### src/rtl/la_ram_write_arbiter.sv
// ---------------------------------------------------------------------------
// la_ram_write_arbiter
//
// Merges the RAM write streams of the two logic-analyzer pod capture paths
// onto the native application write interface of the DDR3 controller.
// Each client owns a small FIFO of {addr, data} entries. A round-robin
// arbiter picks a non-empty FIFO, presents one write command and one data
// beat, and returns a one-cycle ack to the owning client once the controller
// has accepted both.
//
// Ports
//   clk_ram, rst_n            controller user clock, synchronous active-low reset
//   ram_ready                 calibration complete; gates new grants only
//   laN_wr_en/addr/data       one-cycle write request from client N
//   laN_wr_ack                one-cycle completion pulse, in request order
//   laN_overflow              sticky: a request was dropped on a full FIFO
//   app_en/cmd/addr/rdy       controller command channel
//   app_wdf_wren/data/end/mask/rdy   controller write data channel
//
// Optional build macro
//   LA_ARB_STATS_EN           adds la0_write_count, la1_write_count and
//                             stall_count (32-bit, saturating)
//
// state   | meaning
// --------+-------------------------------------------------------------------
// S_IDLE  | waiting for ram_ready and a queued request; loads the head entry
// S_ISSUE | command and/or data beat outstanding until both are accepted
// ---------------------------------------------------------------------------
module la_ram_write_arbiter #(
   parameter int FIFO_DEPTH = 4,
   parameter int ADDR_WIDTH = 29,
   parameter int DATA_WIDTH = 128
) (
   input  logic                      clk_ram,
   input  logic                      rst_n,
   input  logic                      ram_ready,

   input  logic                      la0_wr_en,
   input  logic [ADDR_WIDTH-1:0]     la0_wr_addr,
   input  logic [DATA_WIDTH-1:0]     la0_wr_data,
   output logic                      la0_wr_ack,

   input  logic                      la1_wr_en,
   input  logic [ADDR_WIDTH-1:0]     la1_wr_addr,
   input  logic [DATA_WIDTH-1:0]     la1_wr_data,
   output logic                      la1_wr_ack,

   output logic                      app_en,
   output logic [2:0]                app_cmd,
   output logic [ADDR_WIDTH-1:0]     app_addr,
   input  logic                      app_rdy,
   output logic                      app_wdf_wren,
   output logic [DATA_WIDTH-1:0]     app_wdf_data,
   output logic                      app_wdf_end,
   output logic [DATA_WIDTH/8-1:0]   app_wdf_mask,
   input  logic                      app_wdf_rdy,

   output logic                      la0_overflow,
   output logic                      la1_overflow
`ifdef LA_ARB_STATS_EN
   ,
   output logic [31:0]               la0_write_count,
   output logic [31:0]               la1_write_count,
   output logic [31:0]               stall_count
`endif
);

   localparam int PTR_W = $clog2(FIFO_DEPTH);
   localparam int CNT_W = PTR_W + 1;
   localparam int ENT_W = ADDR_WIDTH + DATA_WIDTH;
   localparam logic [CNT_W-1:0] FULL = CNT_W'(FIFO_DEPTH);

   typedef enum logic [0:0] {
      S_IDLE  = 1'b0,
      S_ISSUE = 1'b1
   } state_t;

   state_t state;

   // Write-only single-beat bursts: command and mask never change.
   assign app_cmd      = 3'b000;
   assign app_wdf_mask = '0;
   assign app_wdf_end  = app_wdf_wren;

   // ------------------------------------------------------------------------
   // Client 0 FIFO
   // ------------------------------------------------------------------------
   logic [ENT_W-1:0] fifo0_mem [FIFO_DEPTH];
   logic [PTR_W-1:0] fifo0_wr_ptr;
   logic [PTR_W-1:0] fifo0_rd_ptr;
   logic [CNT_W-1:0] fifo0_count;
   logic             fifo0_full;
   logic             fifo0_empty;
   logic             fifo0_push;
   logic             fifo0_pop;
   logic [ENT_W-1:0] fifo0_head;

   // Full is taken from the registered count, so a push that coincides with
   // a pop on a full FIFO is still dropped.
   assign fifo0_full  = (fifo0_count == FULL);
   assign fifo0_empty = (fifo0_count == '0);
   assign fifo0_push  = la0_wr_en && !fifo0_full;
   assign fifo0_head  = fifo0_mem[fifo0_rd_ptr];

   always_ff @(posedge clk_ram) begin
      if (!rst_n) begin
         fifo0_wr_ptr <= '0;
         fifo0_rd_ptr <= '0;
         fifo0_count  <= '0;
         la0_overflow <= 1'b0;
      end else begin
         if (fifo0_push) begin
            fifo0_wr_ptr <= fifo0_wr_ptr + 1'b1;
         end
         if (fifo0_pop) begin
            fifo0_rd_ptr <= fifo0_rd_ptr + 1'b1;
         end
         if (la0_wr_en && fifo0_full) begin
            la0_overflow <= 1'b1;
         end
         case ({fifo0_push, fifo0_pop})
            2'b10:   fifo0_count <= fifo0_count + 1'b1;
            2'b01:   fifo0_count <= fifo0_count - 1'b1;
            default: fifo0_count <= fifo0_count;
         endcase
      end
   end

   always_ff @(posedge clk_ram) begin
      if (fifo0_push) begin
         fifo0_mem[fifo0_wr_ptr] <= {la0_wr_addr, la0_wr_data};
      end
   end

   // ------------------------------------------------------------------------
   // Client 1 FIFO
   // ------------------------------------------------------------------------
   logic [ENT_W-1:0] fifo1_mem [FIFO_DEPTH];
   logic [PTR_W-1:0] fifo1_wr_ptr;
   logic [PTR_W-1:0] fifo1_rd_ptr;
   logic [CNT_W-1:0] fifo1_count;
   logic             fifo1_full;
   logic             fifo1_empty;
   logic             fifo1_push;
   logic             fifo1_pop;
   logic [ENT_W-1:0] fifo1_head;

   assign fifo1_full  = (fifo1_count == FULL);
   assign fifo1_empty = (fifo1_count == '0);
   assign fifo1_push  = la1_wr_en && !fifo1_full;
   assign fifo1_head  = fifo1_mem[fifo1_rd_ptr];

   always_ff @(posedge clk_ram) begin
      if (!rst_n) begin
         fifo1_wr_ptr <= '0;
         fifo1_rd_ptr <= '0;
         fifo1_count  <= '0;
         la1_overflow <= 1'b0;
      end else begin
         if (fifo1_push) begin
            fifo1_wr_ptr <= fifo1_wr_ptr + 1'b1;
         end
         if (fifo1_pop) begin
            fifo1_rd_ptr <= fifo1_rd_ptr + 1'b1;
         end
         if (la1_wr_en && fifo1_full) begin
            la1_overflow <= 1'b1;
         end
         case ({fifo1_push, fifo1_pop})
            2'b10:   fifo1_count <= fifo1_count + 1'b1;
            2'b01:   fifo1_count <= fifo1_count - 1'b1;
            default: fifo1_count <= fifo1_count;
         endcase
      end
   end

   always_ff @(posedge clk_ram) begin
      if (fifo1_push) begin
         fifo1_mem[fifo1_wr_ptr] <= {la1_wr_addr, la1_wr_data};
      end
   end

   // ------------------------------------------------------------------------
   // Arbiter / issue FSM
   // ------------------------------------------------------------------------
   // last_grant doubles as the owner of the in-flight write while in S_ISSUE.
   logic last_grant;
   logic next_grant;
   logic cmd_done;
   logic data_done;
   logic cmd_fire;
   logic data_fire;
   logic both_done;
   logic start;

   assign cmd_fire  = app_en && app_rdy;
   assign data_fire = app_wdf_wren && app_wdf_rdy;
   // Either handshake may complete before, after or with the other one.
   assign both_done = (state == S_ISSUE) && (cmd_done || cmd_fire) && (data_done || data_fire);
   assign start     = (state == S_IDLE) && ram_ready && (!fifo0_empty || !fifo1_empty);
   assign fifo0_pop = both_done && !last_grant;
   assign fifo1_pop = both_done && last_grant;

   always_comb begin
      next_grant = 1'b0;
      if (!fifo0_empty && !fifo1_empty) begin
         next_grant = !last_grant;
      end else if (!fifo1_empty) begin
         next_grant = 1'b1;
      end
   end

   always_ff @(posedge clk_ram) begin
      if (!rst_n) begin
         state        <= S_IDLE;
         last_grant   <= 1'b1;
         cmd_done     <= 1'b0;
         data_done    <= 1'b0;
         app_en       <= 1'b0;
         app_wdf_wren <= 1'b0;
         app_addr     <= '0;
         app_wdf_data <= '0;
         la0_wr_ack   <= 1'b0;
         la1_wr_ack   <= 1'b0;
      end else begin
         la0_wr_ack <= 1'b0;
         la1_wr_ack <= 1'b0;
         case (state)
            S_IDLE: begin
               if (start) begin
                  last_grant   <= next_grant;
                  app_addr     <= next_grant ? fifo1_head[ENT_W-1:DATA_WIDTH]
                                             : fifo0_head[ENT_W-1:DATA_WIDTH];
                  app_wdf_data <= next_grant ? fifo1_head[DATA_WIDTH-1:0]
                                             : fifo0_head[DATA_WIDTH-1:0];
                  app_en       <= 1'b1;
                  app_wdf_wren <= 1'b1;
                  state        <= S_ISSUE;
               end
            end
            S_ISSUE: begin
               if (cmd_fire) begin
                  cmd_done <= 1'b1;
                  app_en   <= 1'b0;
               end
               if (data_fire) begin
                  data_done    <= 1'b1;
                  app_wdf_wren <= 1'b0;
               end
               if (both_done) begin
                  cmd_done   <= 1'b0;
                  data_done  <= 1'b0;
                  la0_wr_ack <= !last_grant;
                  la1_wr_ack <= last_grant;
                  state      <= S_IDLE;
               end
            end
            default: state <= S_IDLE;
         endcase
      end
   end

`ifdef LA_ARB_STATS_EN
   // ------------------------------------------------------------------------
   // Statistics counters, saturating at all-ones
   // ------------------------------------------------------------------------
   logic stall;

   assign stall = (state == S_ISSUE) &&
                  ((app_en && !app_rdy) || (app_wdf_wren && !app_wdf_rdy));

   always_ff @(posedge clk_ram) begin
      if (!rst_n) begin
         la0_write_count <= '0;
         la1_write_count <= '0;
         stall_count     <= '0;
      end else begin
         if (la0_wr_ack && (la0_write_count != '1)) begin
            la0_write_count <= la0_write_count + 32'd1;
         end
         if (la1_wr_ack && (la1_write_count != '1)) begin
            la1_write_count <= la1_write_count + 32'd1;
         end
         if (stall && (stall_count != '1)) begin
            stall_count <= stall_count + 32'd1;
         end
      end
   end
`endif

endmodule
### config.mk
export PLATFORM = sky130hd
export DESIGN_NAME = la_ram_write_arbiter
export DESIGN_NICKNAME = d
export VERILOG_FILES = /design/src/rtl/la_ram_write_arbiter.sv
export SDC_FILE = /design/constraint.sdc
export NUM_CORES = 1
export LEC_CHECK = 0
export BUFFER_PORTS_ARGS = -buffer_cell sky130_fd_sc_hd__buf_2
export CORE_MARGIN = 2
export CORE_UTILIZATION = 60
export DETAILED_ROUTE_END_ITERATION = 7
export GPL_ROUTABILITY_DRIVEN = 0
export PLACE_DENSITY = 0.81
export SYNTH_ARGS = -nofsm -noshare
export SYNTH_HDL_FRONTEND = slang
export SYNTH_SLANG_ARGS = --single-unit
### constraint.sdc
create_clock -name clk_ram -period 10.5 [get_ports clk_ram]
set_input_delay 1.05 -clock clk_ram [delete_from_list [all_inputs] [get_ports clk_ram]]
set_output_delay 1.05 -clock clk_ram [all_outputs]
set_load 0.1 [all_outputs]
Yosys cells after proc, flatten, opt, wreduce, memory -nomap -nowiden --
Memory sizes are Yosys's and may differ from the RTL's. A register that Yosys moved wholly into a read port is not among the register bits. Cells that the tools add are included.
Word-level totals: register bits after elaboration 181, word-level logic and storage cells 97, RAM bits 1256, memories 2
Cells by class: add/sub/neg operators 8, equal/unequal tests 9, bitwise operators 1, reduce and logical (&&, ||, !) cells 33, multiplexer cells 26
Memories:
- fifo0_mem | depth 4, bits a word 157, rd ports 1, clocked after memory_dff 1, wr ports 1, line 88 | logic [ENT_W-1:0] fifo0_mem [FIFO_DEPTH];
- fifo1_mem | depth 4, bits a word 157, rd ports 1, clocked after memory_dff 1, wr ports 1, line 138 | logic [ENT_W-1:0] fifo1_mem [FIFO_DEPTH];
Operators with widths (count):
- $mux 128 | 1
- $mux 29 | 1
- $mux 1 | 15
- $logic_and 1x1->1 | 13
- $pmux 3 s2 | 2
- $reduce_and 2->1 | 5
- $add 2x1->2 const B | 4
- $mux 2 | 4
- $reduce_bool 2->1 | 4
- $add 3x1->3 const B | 2
- $eq 3x3->1 const B | 2
- $logic_not 3->1 | 2
- $pmux 1 s2 | 3
- $sub 3x1->3 const B | 2
- $logic_not 1->1 | 5
- $eq 2x1->1 const B | 2
- $eq 2x2->1 const B | 2
- $ne 2x1->1 const B | 2
- $logic_or 1x1->1 | 3
- $reduce_and 3->1 | 1
- $ne 2x2->1 const B | 1
- $not 1->1 | 1

Longest topological paths before layout --
Gate-level depths: netlist (run 1).
depth in word-level cells 7, depth in mapped cells 9, gate-level depth less buffers 9

Worst setup path after synthesis (run 1) --
No wires, ideal clock.
path type input -> register, from input la0_wr_en, to memory fifo0_mem[0][0] (netlist name), enable pin, path slack 4.895 ns, path buffers 0, stages on the path 2, arrival 5.070 ns, data required time 9.964 ns, setup time 0.536 ns, cell sequence a21boi_1 -> and2_1
On the way: cells in the longest elaborated chain, start to end 3
RTL lines:
- from (decl) | line 38 | input logic la0_wr_en,
- $logic_and 1x1->1 | line 102 | assign fifo0_push = la0_wr_en && !fifo0_full;
- $mux 1 | line 130 | if (fifo0_push) begin
- $mux 1 (implied by the code) | line 131 | fifo0_mem[fifo0_wr_ptr] <= {la0_wr_addr, la0_wr_data};
- to (decl) | line 88
No other way between the ends.

==> flow_summary.json, run 1 <==
{
  "status": "complete, no violations",
  "maxCapViolCount": 0,
  "core_um2": 88200,
  "dp_hpwl_um": 71200,
  "tritoncts": "done",
  "holdWs_ps": 488,
  "netlist_area_um2": 53300,
  "drc": 0,
  "skew_ps": 19.8,
  "firstDrtPassIters": 5,
  "r2r_end": "app_addr[26]",
  "rsz0062_at_grt": "false",
  "die_h_um": 302,
  "ctsResizeCount": 0,
  "cp_num_buf_inv": 2,
  "antenna_left": 0,
  "htreeDepth": 4,
  "ys_types": 39,
  "nNetsFinal": 3347,
  "clockBufferDepth": 3,
  "grt_antenna_before_repair": 75,
  "clock_sinks": 1441,
  "maxSlewViolCount": 0,
  "design_area_um2": 61200,
  "fmax_ghz": 0.274,
  "power.density_nw_per_um2": 216,
  "slowest_delay_ps": 880,
  "clkTransAtPathRegs_ps": 60,
  "num-fill-cells": 5157,
  "holdPathStages": 2,
  "synth_edf_count": 1256,
  "fp.dieW_um": 302,
  "die-area_um2": 91200,
  "drt_iter0_markers": 3009,
  "cp.required_ps": 11060,
  "cts_setup_buffers": 0,
  "start_kind": "flip-flop",
  "fin_setup_tns_ps": 0,
  "ys_seq_area_frac": 0.777,
  "netlist_instances": 2500,
  "finalHoldViolations": 0,
  "synth_top_flop_cell": "edfxtp_1",
  "dr_total_vias": 26900,
  "r2r_setup_slack_ps": 6850,
  "areaGrowthSynthToFinish_pct": 14.9,
  "io_pins": 504,
  "reg2regPathDepth": 5,
  "cp-end-kind": "flip-flop",
  "io_buffer_count": 484,
  "grt.overflow.total": 0,
  "num_rows": 109,
  "preCtsSetupSlack_ps": 6640,
  "relSlewSlack": 0.0799,
  "root_buffer": "clkbuf_16",
  "grt_max_degree": 221,
  "critical-path-slowest-cell": "dfxtp_4",
  "post-route-util": 0.694,
  "grt_pass1_vias": 27900,
  "leakagePower_nw": 21.2,
  "numCtsBuffers": 141,
  "wl_per_cell_um": 28.6,
  "path_common_cell": "buf_4",
  "cp_max_fo": 40,
  "grt_pass1_wl_um": 180000,
  "setup_viol": 0,
  "track_usage": 0.274,
  "worstSkewPairLatency_ps": 750,
  "ys_ff_latch": 1441,
  "layout-drive-gt1-share": 0.336,
  "min_period_ps": 3650,
  "cp_cell_sequence": "buf_4 -> buf_4 -> mux4_2 -> mux2i_1 -> a21oi_1",
  "fin_crit_sh": 0.348,
  "cts_hold_buf": 0,
  "avgSynthCellArea_um2": 21.3,
  "async_flop_share": 0,
  "fin_ws_ps": 6850,
  "totalWireLength_um": 124000,
  "hp-class": "reg -> reg",
  "via_per_inst": 6.19,
  "ir_drop_mv": 0.194,
  "yosysWarningCount": 0,
  "path_class": "reg -> reg",
  "start_util": 0.604,
  "worst_pin_slew_ps": 1380,
  "hold_start": "fifo0_rd_ptr[1]",
  "crit_family": "buffers and inverters",
  "critPathArrivalTime_ps": 4210,
  "place_area_um2": 56600
}
power breakdown:
part	leakage [nW]	total, W	internal [W]	switching, W
combinational	5.96	0.00161	0.000358	0.00125
sequential	13.1	0.00672	0.00659	0.000134
clock	2.21	0.00489	0.00279	0.00210
worst register-to-register path: stages, from the launching register on:
cell and delay (ps):
dfxtp_4 880, buf_4 840, buf_4 800, mux4_2 660, mux2i_1 190, a21oi_1 100
how the worst max path moves through the flow:
stage                   start           endpoint  slack, ps  cells after the start
floorplan           la0_wr_en    fifo0_mem[0][0]       4890                      2
global placement    la0_wr_en  fifo0_mem[2][106]       6720                      4
detailed placement  la0_wr_en    fifo0_mem[2][5]       6640                      4
CTS                 flip-flop       app_addr[26]       6710                      5
global route        flip-flop       app_addr[26]       6460                      5
finish              flip-flop       app_addr[26]       6850                      5
cell families (layout without fill, tap and decap cells):
kind of cell / after synthesis / after routing / synth area share
buf+inv: 179 / 792 / 0.0188
compound gates: 339 / 339 / 0.0325
fa+ha+maj: 12 / 12 / 0.00310
other cells: 1 / 68 / 0.0000704
mux: 474 / 474 / 0.163
xor+xnor: 8 / 8 / 0.00131
flops: 1441 / 1441 / 0.777
simple gates: 46 / 46 / 0.00432
area by class of cell:
cell class | count | area (um2) | area share
flip-flops and latches | 1441 | 41400 | 0.677
multi-input cells | 898 | 11000 | 0.179
clock buffers | 197 | 3930 | 0.0642
repair buffers | 516 | 2690 | 0.0439
well taps | 1165 | 1460 | 0.0238
clock inverters | 63 | 574 | 0.00938
diodes | 49 | 123 | 0.00200
inverters | 16 | 60.1 | 0.000981
state kept, by name, summed over array words and instances (netlist names), named ones only:
name / flops
fifo1_rd_ptr: 2
la0_overflow: 1
last_grant: 1
app_en: 1
app_wdf_end: 1
fifo1_wr_ptr: 2
fifo0_wr_ptr: 2
la1_overflow: 1
data_done: 1
fifo1_mem: 628
fifo0_mem: 628
app_addr: 29
fifo1_count: 3
fifo0_count: 3
cmd_done: 1
fifo0_rd_ptr: 2
la0_wr_ack: 1
la1_wr_ack: 1
app_wdf_data: 128
state: 1
per-stage QoR:
step | instances | power, W
floorplan | 2518 | 0.00803
global placement | 4036 | 0.00838
detailed placement | 4036 | 0.00843
CTS | 4296 | 0.0133
global route | 4333 | 0.0136
finish | 4345 | 0.0132
placed cells by master (no fill, tap or decap), drive strengths merged, types with 2 or more instances in the layout:
cell type and count:
edfxtp 1256, buf 516, mux4 314, clkbuf 197, dfxtp 185, a21oi 165, o21ai 162, mux2i 160
diode 49, clkinv 43, inv 26, nor2 22, conb 19, ha 10, and2 9, bufinv 6
nand2 5, xor2 4, xnor2 4, clkinvlp 4, or3 4, a31oi 3, a21boi 2, fa 2
Yosys cell counts, types with 2 or more instances:
| cell | n | area, um2 |
|---|---|---|
| edfxtp_1 | 1256 | 37700 |
| mux4_2 | 314 | 7070 |
| dfxtp_1 | 185 | 3700 |
| a21oi_1 | 165 | 826 |
| mux2i_1 | 160 | 1600 |
| o21ai_1 | 83 | 415 |
| o21ai_0 | 79 | 395 |
| clkbuf_1 | 61 | 229 |
| buf_2 | 52 | 260 |
| buf_6 | 24 | 270 |
| buf_4 | 23 | 173 |
| nor2_1 | 22 | 82.6 |
| inv_1 | 16 | 60.1 |
| ha_1 | 10 | 125 |
| and2_1 | 9 | 56.3 |
| nand2_1 | 4 | 15.0 |
| xnor2_1 | 4 | 35.0 |
| xor2_1 | 4 | 35.0 |
| a31oi_1 | 3 | 18.8 |
| buf_1 | 3 | 11.3 |
| or3_1 | 3 | 18.8 |
| a21boi_1 | 2 | 15.0 |
| fa_1 | 2 | 40.0 |
per-layer routing:
metal / part of all wire / global-route usage / up-vias
li1: - / - / 11400
met1: 0.36 / 0.348 / 13900
met2: 0.52 / 0.456 / 1284
met3: 0.077 / 0.0622 / 309
met4: 0.040 / 0.125 / 62
met5: 0.0032 / 0 / -
Note: power is estimated with default switching activity, not from simulation.
==> run 2: changes to the inputs <==
- CORE_UTILIZATION: 60 -> 53
- PLACE_DENSITY: 0.81 -> 0.75
- clock period: 10.5 -> 3.1 ns (I/O delays scaled with it)
==> run 2 against run 1 <==
Against the previous run: register-to-register slack worse by 6300 ps; via count up 5.6%; sequential power rose to 3.4 times the previous value; total power rose to 3.5 times the previous value; largest power group unchanged; maximum frequency up 46%; wire length up 1.8%; clock skew up 18 ps; final cell count up 11%.
==> flow_summary.json, run 2 (same netlist as run 1, synthesis figures left out) <==
{
  "io_pins": 504,
  "worst_pin_slew_ps": 1070,
  "ir_drop_mv": 0.682,
  "setup_viol": 0,
  "min_period_ps": 2500,
  "firstDrtPassIters": 6,
  "fin_crit_sh": 0.807,
  "num_rows": 116,
  "holdPathStages": 4,
  "dr_total_vias": 28400,
  "clock_sinks": 1441,
  "grt_pass1_vias": 30600,
  "status": "complete, no violations",
  "grt_max_degree": 99,
  "drt_iter0_markers": 2637,
  "power.density_nw_per_um2": 703,
  "reg2regPathDepth": 9,
  "layout-drive-gt1-share": 0.314,
  "finalHoldViolations": 0,
  "wl_per_cell_um": 26.3,
  "grt.overflow.total": 0,
  "cts_setup_buffers": 0,
  "cp_max_fo": 6,
  "die-area_um2": 103000,
  "fmax_ghz": 0.400,
  "rsz0062_at_grt": "false",
  "areaGrowthSynthToFinish_pct": 23.5,
  "via_per_inst": 5.90,
  "critical-path-slowest-cell": "dfxtp_1",
  "fp.dieW_um": 321,
  "cts_hold_buf": 319,
  "reg_top3": "fifo0_mem: 628 flops, fifo1_mem: 628 flops, app_wdf_data: 128 flops",
  "crit_start": "app_en",
  "r2r_setup_slack_ps": 600,
  "die_h_um": 321,
  "start_util": 0.534,
  "crit_family": "simple AND/OR/NAND/NOR gates",
  "leakagePower_nw": 23.1,
  "final_cell_mix": "edfxtp_1 (1,256), buf_2 (483), dlygate4sd3_1 (319)",
  "io_buffer_count": 484,
  "cp_num_cells": 9,
  "cp_num_buf_inv": 2,
  "ctsResizeCount": 0,
  "worstSkewPairLatency_ps": 750,
  "htreeDepth": 4,
  "grt_pass1_wl_um": 190000,
  "root_buffer": "clkbuf_16",
  "cp_cell_sequence": "a21oi_1 -> nor4b_1 -> buf_4 -> ha_1 -> inv_1 -> fa_1 -> xor2_1 -> or3_1 -> a21oi_1",
  "track_usage": 0.249,
  "path_class": "reg -> reg",
  "clkTransAtPathRegs_ps": 60,
  "final_common_cell": "edfxtp_1",
  "r2r_end": "fifo0_count[2]",
  "post-route-util": 0.659,
  "drc": 0,
  "dp_hpwl_um": 73500,
  "core_um2": 99900,
  "totalWireLength_um": 127000,
  "path_common_cell": "a21oi_1",
  "crit_end": "fifo0_count[2]",
  "cp.required_ps": 3760,
  "holdWs_ps": 59.0,
  "cp-end-kind": "flip-flop",
  "slowest_delay_ps": 430,
  "critPathArrivalTime_ps": 3170,
  "numCtsBuffers": 144,
  "start_kind": "flip-flop",
  "grt_antenna_before_repair": 30,
  "tritoncts": "done",
  "maxSlewViolCount": 0,
  "reg2reg_from": "app_en",
  "skew_ps": 37.8,
  "power.total_w": 0.0463,
  "hp-class": "in -> reg",
  "clockBufferDepth": 3,
  "relSlewSlack": 0.289,
  "nNetsFinal": 3710,
  "antenna_left": 0,
  "maxCapViolCount": 0,
  "fin_setup_tns_ps": 0
}
[run 2: cell count changes in the layout (fill, tap and decap cells not counted), moves of 4 or more]
| cell | before | now |
|---|---|---|
| diode_2 | 49 | 25 |
| clkinv_16 | 0 | 5 |
| clkbuf_8 | 15 | 19 |
| buf_12 | 2 | 49 |
| clkinv_1 | 15 | 19 |
| bufinv_16 | 6 | 12 |
| dlygate4sd3_1 | 0 | 319 |
| clkinv_2 | 23 | 14 |
| buf_4 | 31 | 25 |
[run 2: metrics by stage]
| stage | cells | worst slack (ps) | cell area, um2 |
|---|---|---|---|
| 6_report | 4822 | 597 | 65800 |
| 3_5_place_dp | 4210 | 647 | 57700 |
| 5_1_grt | 4819 | 522 | 65800 |
| 4_1_cts | 4797 | 632 | 65700 |
| 3_3_place_gp | 4210 | 735 | 57700 |
| 2_1_floorplan | 2518 | -191 | 53400 |
[run 2: where the power goes]
group,switching [W],total (W),internal (W)
clock network,0.00733,0.0176,0.0102
registers,0.000426,0.0227,0.0223
logic,0.00438,0.00597,0.00159
total,0.0121,0.0463,0.0341
[run 2: layer usage]
metal	track usage	up-vias	wire (um)
li1	-	12000	-
met1	0.304	14700	46600
met2	0.438	1374	67100
met3	0.0489	273	8880
met4	0.0993	14	4140
met5	0	-	90
[run 2: worst min-delay path, delay by kind of cell]
kind,cells,cell delay (ps)
AO/OA/AOI/OAI,2,210
buffers and inverters,1,90
AND/OR/NAND/NOR,1,150
[run 2: worst min path at each step]
stage	to	startpoint
finish	state	ram_ready
floorplan	fifo0_mem[0][0]	la0_wr_data[0]
detailed placement	flip-flop	fifo0_rd_ptr[1]
global placement	flip-flop	fifo0_rd_ptr[1]
CTS	state	ram_ready
global route	state	ram_ready
[run 2: area by class of cell]
type / instances / area [um2]
clock inverter: 66 / 822
antenna: 25 / 62.6
multi-input combinational: 898 / 11000
clock buffer: 202 / 4050
fill: 6289 / 34000
timing repair buffer: 876 / 6780
sequential: 1441 / 41400
inverter: 16 / 60.1
tap: 1298 / 1620
